--- config.mk ---
export PLATFORM = sky130hd
export DESIGN_NAME = volume_ctrl
export DESIGN_NICKNAME = d
export VERILOG_FILES = /design/src/rtl/volume_ctrl.sv
export SDC_FILE = /design/constraint.sdc
export NUM_CORES = 1
export LEC_CHECK = 0
export BUFFER_PORTS_ARGS = -buffer_cell sky130_fd_sc_hd__buf_2
export CORE_UTILIZATION = 54
export CTS_BUF_LIST = sky130_fd_sc_hd__clkbuf_4
export DETAILED_ROUTE_END_ITERATION = 8
export PLACE_DENSITY = 0.68
export SETUP_SLACK_MARGIN = 0.3
export SYNTH_ARGS = -nofsm -noshare
export SYNTH_HDL_FRONTEND = slang
export SYNTH_SLANG_ARGS = --single-unit
--- constraint.sdc ---
create_clock -name clk_i -period 3.6 [get_ports clk_i]
set_input_delay 0.9 -clock clk_i [delete_from_list [all_inputs] [get_ports clk_i]]
set_output_delay 0.9 -clock clk_i [all_outputs]
set_load 0.01 [all_outputs]
--- src/rtl/volume_ctrl.sv ---
// volume_ctrl: front-panel controller for the volume attenuator.
// Debounces up/down/mute buttons, issues one-cycle up/down step pulses,
// keeps a shadow copy of the attenuation shift, and ramps mute/unmute
// one step per RAMP_CYCLES.
// Optional feature macro: VOLUME_CTRL_AUTOREPEAT_EN (hold-to-repeat in IDLE).
module volume_ctrl #(
  parameter int DEBOUNCE_CYCLES = 16,
  parameter int RAMP_CYCLES     = 8,
  parameter int HOLD_CYCLES     = 64,
  parameter int REPEAT_CYCLES   = 32
) (
  input  logic       clk_i,
  input  logic       reset_i,
  input  logic       up_btn_i,
  input  logic       down_btn_i,
  input  logic       mute_btn_i,
  output logic       up_o,
  output logic       down_o,
  output logic [2:0] level_o,
  output logic       muted_o,
  output logic       busy_o
);

  localparam int DB_W = $clog2(DEBOUNCE_CYCLES);
  localparam logic [DB_W-1:0] DB_MAX = DB_W'(DEBOUNCE_CYCLES - 1);
  localparam int RT_W = (RAMP_CYCLES > 1) ? $clog2(RAMP_CYCLES) : 1;
  localparam logic [RT_W-1:0] RT_MAX = RT_W'(RAMP_CYCLES - 1);

  typedef enum logic [1:0] {IDLE, RAMP_MUTE, MUTED, RAMP_UNMUTE} state_t;

  // Button vectors are ordered {mute, down, up}.
  logic [2:0]      raw;
  logic [2:0]      sync1, sync2, deb, deb_q, press;
  logic [DB_W-1:0] db_cnt [3];

  state_t          state, state_n;
  logic [2:0]      saved_r, saved_n;
  logic [RT_W-1:0] tmr, tmr_n;
  logic            up_n, down_n;
  logic [2:0]      level_nx, unmute_tgt;
  logic            rpt_up, rpt_dn, req_up, req_dn;

  assign raw   = {mute_btn_i, down_btn_i, up_btn_i};
  assign press = deb & ~deb_q;

  // Two-flop synchronizers and per-button saturating debounce counters.
  always_ff @(posedge clk_i) begin
    if (reset_i) begin
      sync1 <= '0;
      sync2 <= '0;
      deb   <= '0;
      deb_q <= '0;
      for (int unsigned i = 0; i < 3; i++) db_cnt[i] <= '0;
    end else begin
      sync1 <= raw;
      sync2 <= sync1;
      deb_q <= deb;
      for (int unsigned i = 0; i < 3; i++) begin
        if (sync2[i] == deb[i]) begin
          db_cnt[i] <= '0;
        end else if (db_cnt[i] == DB_MAX) begin
          deb[i]    <= sync2[i];
          db_cnt[i] <= '0;
        end else begin
          db_cnt[i] <= db_cnt[i] + 1'b1;
        end
      end
    end
  end

`ifdef VOLUME_CTRL_AUTOREPEAT_EN
  localparam int RP_MAX = (HOLD_CYCLES > REPEAT_CYCLES) ? HOLD_CYCLES : REPEAT_CYCLES;
  localparam int RP_W   = $clog2(RP_MAX + 1);

  logic [RP_W-1:0] rp_cnt;
  logic            rp_act, rp_hold, rp_fire;

  assign rp_fire = rp_act && (rp_hold ? (rp_cnt == RP_W'(HOLD_CYCLES))
                                      : (rp_cnt == RP_W'(REPEAT_CYCLES)));
  assign rpt_up  = rp_fire && deb[0] && !deb[1];
  assign rpt_dn  = rp_fire && deb[1] && !deb[0];

  // Hold/repeat timer: restarts on each up/down press, cleared on release
  // or whenever the FSM is outside IDLE.
  always_ff @(posedge clk_i) begin
    if (reset_i) begin
      rp_act  <= 1'b0;
      rp_hold <= 1'b0;
      rp_cnt  <= '0;
    end else if (state != IDLE || !(deb[0] || deb[1])) begin
      rp_act  <= 1'b0;
      rp_hold <= 1'b0;
      rp_cnt  <= '0;
    end else if (press[0] || press[1]) begin
      rp_act  <= 1'b1;
      rp_hold <= 1'b1;
      rp_cnt  <= RP_W'(1);
    end else if (rp_fire) begin
      rp_hold <= 1'b0;
      rp_cnt  <= RP_W'(1);
    end else if (rp_act) begin
      rp_cnt  <= rp_cnt + 1'b1;
    end
  end
`else
  assign rpt_up = 1'b0;
  assign rpt_dn = 1'b0;
`endif

  assign req_up = press[0] || rpt_up;
  assign req_dn = press[1] || rpt_dn;

  // Decisions use the level including the pulse currently on the outputs,
  // since level_o only catches up one cycle after each pulse.
  assign level_nx   = level_o + {2'b00, up_o} - {2'b00, down_o};
  assign unmute_tgt = (saved_r == 3'd0) ? 3'd1 : saved_r;

  // Next-state and next-pulse logic.
  always_comb begin
    state_n = state;
    saved_n = saved_r;
    tmr_n   = tmr;
    up_n    = 1'b0;
    down_n  = 1'b0;
    case (state)
      IDLE: begin
        if (press[2]) begin
          saved_n = level_nx;
          if (level_nx == 3'd7) begin
            state_n = MUTED;
          end else begin
            state_n = RAMP_MUTE;
            up_n    = 1'b1;
            tmr_n   = RT_MAX;
          end
        end else if (req_up && !req_dn) begin
          up_n = (level_nx != 3'd7);
        end else if (req_dn && !req_up) begin
          down_n = (level_nx > 3'd1);
        end
      end
      RAMP_MUTE: begin
        if (level_nx == 3'd7) begin
          state_n = MUTED;
        end else if (tmr == '0) begin
          up_n  = 1'b1;
          tmr_n = RT_MAX;
        end else begin
          tmr_n = tmr - 1'b1;
        end
      end
      MUTED: begin
        if (press[2]) begin
          if (level_nx == saved_r) begin
            state_n = IDLE;
          end else begin
            state_n = RAMP_UNMUTE;
            down_n  = 1'b1;
            tmr_n   = RT_MAX;
          end
        end
      end
      RAMP_UNMUTE: begin
        if (level_nx == unmute_tgt) begin
          state_n = IDLE;
        end else if (tmr == '0) begin
          down_n = (level_nx > 3'd1);
          tmr_n  = RT_MAX;
        end else begin
          tmr_n = tmr - 1'b1;
        end
      end
      default: state_n = IDLE;
    endcase
  end

  // State, shadow level and registered outputs.
  always_ff @(posedge clk_i) begin
    if (reset_i) begin
      state   <= IDLE;
      saved_r <= '0;
      tmr     <= '0;
      up_o    <= 1'b0;
      down_o  <= 1'b0;
      level_o <= '0;
      muted_o <= 1'b0;
      busy_o  <= 1'b0;
    end else begin
      state   <= state_n;
      saved_r <= saved_n;
      tmr     <= tmr_n;
      up_o    <= up_n;
      down_o  <= down_n;
      level_o <= level_nx;
      muted_o <= (state_n == MUTED);
      busy_o  <= (state_n == RAMP_MUTE) || (state_n == RAMP_UNMUTE);
    end
  end

endmodule

* Word level (Yosys, flattened, before mapping)
Memories as Yosys holds them, arrays and structs flattened. Index checks and enable logic that the tools add are counted.
Word-level totals: register bits 27, memory bits (writable) 12, bits of input ports 5, output and inout port bits 7, word-level logic and storage cells 145, memories 1
Operators by class: add/sub/neg operators 6, $lt $le $gt $ge 1, eq/ne operators 22, muxes and demuxes 74, bitwise gates (word level) 14, reduce and logical (&&, ||, !) cells 13
Memory list:
- db_cnt | depth 3, bits a word 4, rd ports 3, clocked after Yosys merged registers in 0, write ports 3, RTL line 34 | logic [DB_W-1:0] db_cnt [3];
Operators by type and width (count):
- 1-bit 2-to-1 mux | 47
- 4-bit 2-to-1 mux | 9
- 3-bit 2-to-1 mux | 8
- 4-bit by 1-bit adder with 4-bit output, second input constant | 3
- 4-bit == test, second input constant | 3
- 2-bit 2-to-1 mux | 6
- 2-bit inequality test, second input constant | 6
- 3-bit case mux with 4 select lines | 1
- 1-bit bitwise OR | 9
- 2-bit == test, second input constant | 4
- 2-bit case mux with 4 select lines | 1
- 2-bit AND reduction | 4
- 3-bit == test | 2
- 3-bit zero test | 2
- 6-bit AND reduction | 1
- 2-bit by 1-bit == test with 1-bit output, second input constant | 2
- 3-bit by 1-bit adder with 3-bit output | 1
- 3-bit AND | 1
- 1-bit == test | 3
- 3-bit == test, second input constant | 1
- 3-bit by 1-bit greater-than comparator with 1-bit output, second input constant | 1
- 3-bit inequality test, second input constant | 1
- 1-bit NOT | 3
- 3-bit NOT | 1
- 8 further kinds | 10

* Logic depth before layout (Yosys ltp)
Gate-level depths: netlist (run 1).
word-level depth 8, mapped depth 13, depth with buffers taken out 12

* Least setup slack after synthesis (run 1)
No wires, ideal clock.
path type reg2reg, from register level_o[0], to register tmr[0], setup time 0.073 ns, arrival time 2.539 ns, required time 3.527 ns, path slack 0.988 ns, cell stages (with the launch flop) 14, buffers on the path 1, clock period less this slack 2.612 ns, cells stage by stage dfxtp_1 > inv_1 > ha_1 > inv_1 > ha_1 > inv_1 > fa_1 > buf_2 > nand3b_1 > a211o_2 > a21oi_2 > o211ai_2 > and3_1 > nor3_2
Between the ends: longest elaborated chain between the ends 5, elaborated cells between the ends (all ways) 10, classes of those cells 2 x add/sub; 7 x eq/ne; 1 x reduce/logical
Ends and longest elaborated chain:
- from (decl) | RTL line 19 | output logic [2:0] level_o,
- from (signal assigned) | RTL line 194 | level_o <= level_nx;
- 3-bit by 1-bit adder with 3-bit output (*) | RTL line 115 | assign level_nx = level_o + {2'b00, up_o} - {2'b00, down_o};
- 3-bit by 1-bit subtractor with 3-bit output (*) | RTL line 115
- 3-bit == test, on equally long branches
- 2-bit inequality test (no source line)
- 6-bit AND reduction (no source line) (*)
- to (signal assigned) | RTL line 191 | tmr <= tmr_n;
- to (decl) | RTL line 38 | logic [RT_W-1:0] tmr, tmr_n;
Mark *: on every way between the ends. The rest lies on a longest branch, timed or not. A chain may end at the register's enable or synchronous reset.

* Worst setup path in the final report (run 1)
Ends and elaborated chain as after synthesis.

==> impl_metrics.toml, run 1 <==
[route]
routed_via_density = 5.04
routedWlPerCell_um = 11.8
drt_iter0_drc = 30
via_count = 1225
first_pass_iters = 4
ant_nets = 0
totalWireLength_mm = 2.87
drc = 0

[timing]
period_share = 0.781
clock_skew_ns = 0.0114
setup_violations = 0
hold_viol = 0
fin_crit_ns = 2.81
tightest_slew_ns = 0.534
finalSetupTns_ns = 0
maxSlewHeadroom = 0.644
fmax_ghz = 0.356
slew_viol_final = 0
rsz0062_at_grt = "no"

[setup_path]
worstPathRequired_ns = 3.88
critPathMaxStageDelay_ns = 0.66
cp.arrival_ns = 3.09
cp-end-kind = "flip-flop"
crit_buf_inv = 3
crit_fanout = 9
cp_cell_sequence = "inv_1 > ha_1 > inv_1 > ha_1 > inv_1 > fa_1 > nand3b_1 > a211o_2 > a21oi_2 > o211ai_2 > and3_1 > nor3_2"
crit_top_cell = "inv_1"
critPathTopFamily = "adder cells"
critPathLaunchType = "flip-flop"
worstSetupPathType = "reg -> reg"
cpMaxStageDelayCell = "fa_1"

[job]
max-cap-violations = 0

[layout]
areaGrowthSynthToFinish_pct = 7.30
layout-drive-gt1-share = 0.136
fin_nets = 212
antenna_cells = 0
final_cell_mix = "30 x nor2_1, 26 x dfxtp_1, 12 x inv_1, 12 x edfxtp_1, 12 x conb_1"
final_common_cell = "nor2_1"
design_area_mm2 = 0.00197
fillCellCount = 272

[yosys]
synth-adder-area-share = 0.0587
async_flop_share = 0
synth_seq_area_share = 0.480
synth_compound_area_frac = 0.0880
synth_xor_area_frac = 0.0839
synth-seq-cells = 38
syn_area_per_cell_um2 = 10.4
synth_top_family_by_area = "simple AND/OR/NAND/NOR gates"
synth-edff-count = 12
syn_inst = 177
synth-simple-area-share = 0.200
synth.area.mux_share = 0.0273
netlist_area_mm2 = 0.00183
synth_cell_types = 43
synth_ff_type = "dfxtp_1"
ys_warn_count = 0

[power]
pwr-share-seq = 0.664
p_int_mw = 0.531
power_frac_comb = 0.036
switchingPower_mw = 0.156
power_switching_share = 0.227
irDropWorstVdd_mv = 0.286
finalPower_mw = 0.687
power_density_mw_per_mm2 = 349
leakage_nw = 0.779
clkPwrFrac = 0.299

[run_status]
status = "finished, final reports clean"

[clock_tree]
clock_latency_ns = 0.35
ctsHoldBuffers = 0
cts_tree = "done"
postCtsSetupBuffers = 0
cts_resized = 0
cts.sinks = 38
root_buffer = "clkbuf_4"
cts_made_buffers = 5
htree_levels = 2
clockBufferDepth = 2
clk_pin_slew_ns = 0.11

[placement]
portBuffers = 11
place_congestion = 0.860
placed_cell_area_mm2 = 0.00192
place_hpwl_mm = 2.00

[floorplan]
die_w_um = 60.3
start_util = 0.586
io_pins = 12
num_rows = 20
dieArea_mm2 = 0.00363
die_height_um = 60.3
core-area_mm2 = 0.00313

[grt]
grtUsageMet2 = 0.308
grt_pass1_vias = 1134
use_met1 = 0.224
track_usage = 0.189
grt_pass1_wl_mm = 4.95
grt_max_degree = 30
grt_busiest_layer = "met2"
grt_overflow = 0
antenna_found_initial = 0
grt.met3_usage = 0.0714

[min_path]
hold_path.class = "reg -> reg"
==> stage by stage <==
stage | std cells | utilization | setup WS [ns] | hold slack (ns)
after floorplan | 188 | - | 0.988 | 0.414
after global placement | 236 | 0.614 | 0.955 | 0.421
after detailed placement | 236 | 0.614 | 0.858 | 0.428
after CTS | 243 | 0.629 | 0.783 | 0.458
after global routing | 243 | 0.629 | 0.572 | 0.470
final | 243 | 0.629 | 0.789 | 0.454
==> power by group through the flow <==
stage | Combinational (mW) | Sequential [mW] | Clock, mW
global route | 0.0284 | 0.458 | 0.232
detailed placement | 0.0245 | 0.466 | 0
global placement | 0.0240 | 0.466 | 0
CTS | 0.0247 | 0.457 | 0.215
finish | 0.0249 | 0.457 | 0.206
floorplan | 0.0247 | 0.465 | 0
==> cell usage after synthesis (2+ instances only) <==
cell type / number / area, µm²
or3_1: 4 / 25.0
nand3b_1: 2 / 15.0
ha_1: 7 / 87.6
and3_1: 4 / 25.0
inv_1: 12 / 45.0
xor2_1: 5 / 43.8
nand2b_1: 3 / 18.8
a21oi_1: 4 / 20.0
nor2_1: 30 / 113
dfxtp_1: 26 / 521
a211oi_1: 3 / 22.5
edfxtp_1: 12 / 360
mux2i_1: 5 / 50.1
nor2b_1: 11 / 68.8
xnor2_1: 8 / 70.1
nor3_1: 3 / 15.0
buf_2: 2 / 10.0
clkbuf_1: 3 / 11.3
nand2_1: 3 / 11.3
nand3_1: 6 / 30.0
o2111ai_1: 2 / 17.5
==> state kept, by name, indices dropped and copies added, names as in the netlist <==
name     cells
saved_r      3
up_o         1
deb          3
db_cnt      12
tmr          3
down_o       1
state        2
sync2        3
sync1        3
muted_o      1
level_o      3
deb_q        3
==> cell type report <==
type | count | area (µm²) | share of cell area
clock buffer | 5 | 37.5 | 0.0191
multi-input combinational | 131 | 885 | 0.449
timing repair buffer | 11 | 55.1 | 0.0280
sequential | 38 | 881 | 0.448
clock inverter | 2 | 10.0 | 0.00509
tap | 44 | 55.1 | 0.0280
inverter | 12 | 45.0 | 0.0229
==> cell families after synthesis <==
family	after synthesis
compound gates	20
simple gates	71
buf+inv	19
flops	38
xor+xnor	15
mux	5
fa+ha+maj	8
other cells	1
==> final timing paths <==
kind | start | to | slack (ns) | cells past startpoint
worst max-delay path | level_o[0] | tmr[0] | 0.79 | 12
worst min-delay path | sync1[2] | sync2[2] | 0.45 | 1
worst max register to register | level_o[0] | tmr[0] | 0.79 | 12
worst min register to register | sync1[2] | sync2[2] | 0.45 | 1
==> metal layers <==
metal / routed length [µm] / part of all wire / vias to the layer above
met5: 0 / 0 / -
met4: 36 / 0.013 / 0
met3: 124 / 0.043 / 3
met2: 1380 / 0.48 / 25
met1: 1320 / 0.46 / 563
li1: - / - / 634
Power figures use the tool's default switching activity.
==> run 2: changes to the inputs <==
--- a/config.mk
+++ b/config.mk
@@ -9,7 +9,7 @@
 export CORE_UTILIZATION = 54
 export CTS_BUF_LIST = sky130_fd_sc_hd__clkbuf_4
 export DETAILED_ROUTE_END_ITERATION = 8
-export PLACE_DENSITY = 0.68
+export PLACE_DENSITY = 0.71
 export SETUP_SLACK_MARGIN = 0.3
 export SYNTH_ARGS = -nofsm -noshare
 export SYNTH_HDL_FRONTEND = slang
==> constraint.sdc (replaced) <==
create_clock -name clk_i -period 2.3 [get_ports clk_i]
set_input_delay 0.575 -clock clk_i [delete_from_list [all_inputs] [get_ports clk_i]]
set_output_delay 0.575 -clock clk_i [all_outputs]
set_load 0.01 [all_outputs]
==> run 2 against run 1 <==
Net effect:
- the flow now finishes with violations (negative setup slack)
- sequential power rose by 56%
- design area rose by 15%
- total power rose by 78%
- via count rose by 6.4%
- sequential cell count did not move
- clock power rose by 120%
- global-route usage rose by 0.96 points
- first-iteration DRC count rose by 73%
==> impl_metrics.toml, run 2 (same netlist as run 1, synthesis figures left out) <==
[clock_tree]
cts_tree = "done"
clock_latency_ns = 0.36
cts_made_buffers = 5
clockBufferDepth = 2
ctsHoldBuffers = 0
cts.sinks = 38
htree_levels = 2
clk_pin_slew_ns = 0.13
root_buffer = "clkbuf_4"

[grt]
track_usage = 0.198
grt_pass1_vias = 1186
grt_max_degree = 19
grt.met3_usage = 0.0649
grtUsageMet2 = 0.338
grt_pass1_wl_mm = 5.07
grt_overflow = 0
grt_busiest_layer = "met2"
use_met1 = 0.218
antenna_found_initial = 0

[floorplan]
die_w_um = 60.3
dieArea_mm2 = 0.00363
io_pins = 12
num_rows = 20
core-area_mm2 = 0.00313
start_util = 0.586
die_height_um = 60.3

[job]
max-cap-violations = 0

[run_status]
violations = "negative setup slack"
status = "finished, violations left"

[placement]
place_congestion = 0.864
place_hpwl_mm = 2.11
portBuffers = 11
pre_cts_slack_ns = -0.384

[layout]
antenna_cells = 0
largest_reg_flops = 12
areaGrowthSynthToFinish_pct = 23.7
fin_nets = 223
max_flop_register = "db_cnt"
fin_util = 0.726
final_common_cell = "nor2_1"
layout-drive-gt1-share = 0.294
final_cell_mix = "28 x nor2_1, 25 x dfxtp_1, 12 x edfxtp_1, 12 x conb_1"

[route]
drt_iter0_drc = 52
routedWlPerCell_um = 12.6
totalWireLength_mm = 3.22
drc = 0
via_count = 1304
ant_nets = 0
routed_via_density = 5.11
first_pass_iters = 4

[timing]
setup_violations = 6
fin_ws_ns = -0.336
hold_viol = 0
fin_crit_ns = 2.64
clock_skew_ns = 0.0149
period_share = 1.15
finalSetupTns_ns = -1.47
slew_viol_final = 0
rsz0062_at_grt = "yes"
fmax_ghz = 0.379

[power]
clkPwrFrac = 0.379
pwr-share-seq = 0.585
p_int_mw = 0.953
power_switching_share = 0.220
finalPower_mw = 1.22
power_frac_comb = 0.036
leakage_nw = 0.863
switchingPower_mw = 0.269
power_density_mw_per_mm2 = 538
irDropWorstVdd_mv = 0.365

[setup_path]
cp-end-kind = "flip-flop"
crit_path_start = "level_o[0]"
rr_startpoint = "level_o[0]"
cp.arrival_ns = 2.93
crit_fanout = 7
critPathLaunchType = "flip-flop"
cp.depth = 12
worstSetupPathType = "reg -> reg"
crit_top_cell = "inv_2"
worstPathRequired_ns = 2.60
critPathTopFamily = "adder cells"
critPathMaxStageDelay_ns = 0.62
r2r_cells = 12
cpMaxStageDelayCell = "fa_2"
cp_cell_sequence = "inv_2 > ha_4 > inv_2 > ha_4 > inv_2 > fa_2 > nand3b_1 > a211o_4 > a21oi_4 > o211ai_4 > and3_1 > nor3_2"
crit_buf_inv = 3

[min_path]
hold_depth = 2
hold_path.class = "in -> reg"
hold_start = "mute_btn_i"
-- run 2: cell types whose count changed in the layout (fill, tap and decap cells not counted), sizes merged --
cell      change
clkinv        -2
buf          +11
bufinv        +1
clkinvlp      +2
-- run 2: final timing paths --
| check | endpoint | slack [ns] |
|---|---|---|
| max | tmr[0] | -0.34 |
| min | sync1[2] | 0.44 |
| max reg2reg | tmr[0] | -0.34 |
| min reg2reg | sync2[2] | 0.46 |
-- run 2: worst reg2reg max path, stage by stage, from the launching register on --
cell      delay, ns
dfxtp_2        0.35
inv_2          0.05
ha_4           0.23
inv_2          0.07
ha_4           0.12
inv_2          0.04
fa_2           0.62
nand3b_1       0.12
a211o_4        0.38
a21oi_4        0.19
o211ai_4       0.13
and3_1         0.20
nor3_2         0.10
-- run 2: final cells by class --
cell class | count | area (µm²)
Clock buffer | 5 | 37.5
Tap cell | 44 | 55.1
Fill cell | 236 | 858
Sequential cell | 38 | 882
Multi-Input combinational cell | 131 | 1060
Clock inverter | 3 | 45.0
Inverter | 12 | 45.0
Timing Repair Buffer | 22 | 141
-- run 2: stage by stage --
step / instance area [µm²] / hold slack [ns] / instances
floorplan: 1890 / 0.414 / 188
global placement: 1980 / 0.419 / 243
detailed placement: 1980 / 0.423 / 243
CTS: 2160 / 0.427 / 253
global route: 2270 / 0.439 / 255
finish: 2270 / 0.436 / 255
-- run 2: repair_timing --
action                     CTS  global route
pin swaps                   14             5
buffers inserted             2             2
hold endpoints to repair     0             0
setup endpoints to repair    8             8
resized for setup           16            14
-- run 2: power groups by stage --
stage | registers, mW | clock network [mW] | logic (mW)
finish | 0.715 | 0.463 | 0.0435
global route | 0.717 | 0.503 | 0.0500
CTS | 0.715 | 0.472 | 0.0425
detailed placement | 0.730 | 0 | 0.0409
global placement | 0.729 | 0 | 0.0393
floorplan | 0.728 | 0 | 0.0388
-- run 2: routing by layer --
metal  wire length, µm  share of wire  vias up
li1                  -              -      662
met1              1440           0.45      618
met2              1630           0.51       19
met3               100          0.031        5
met4                44          0.014        0
met5                 0              0        -
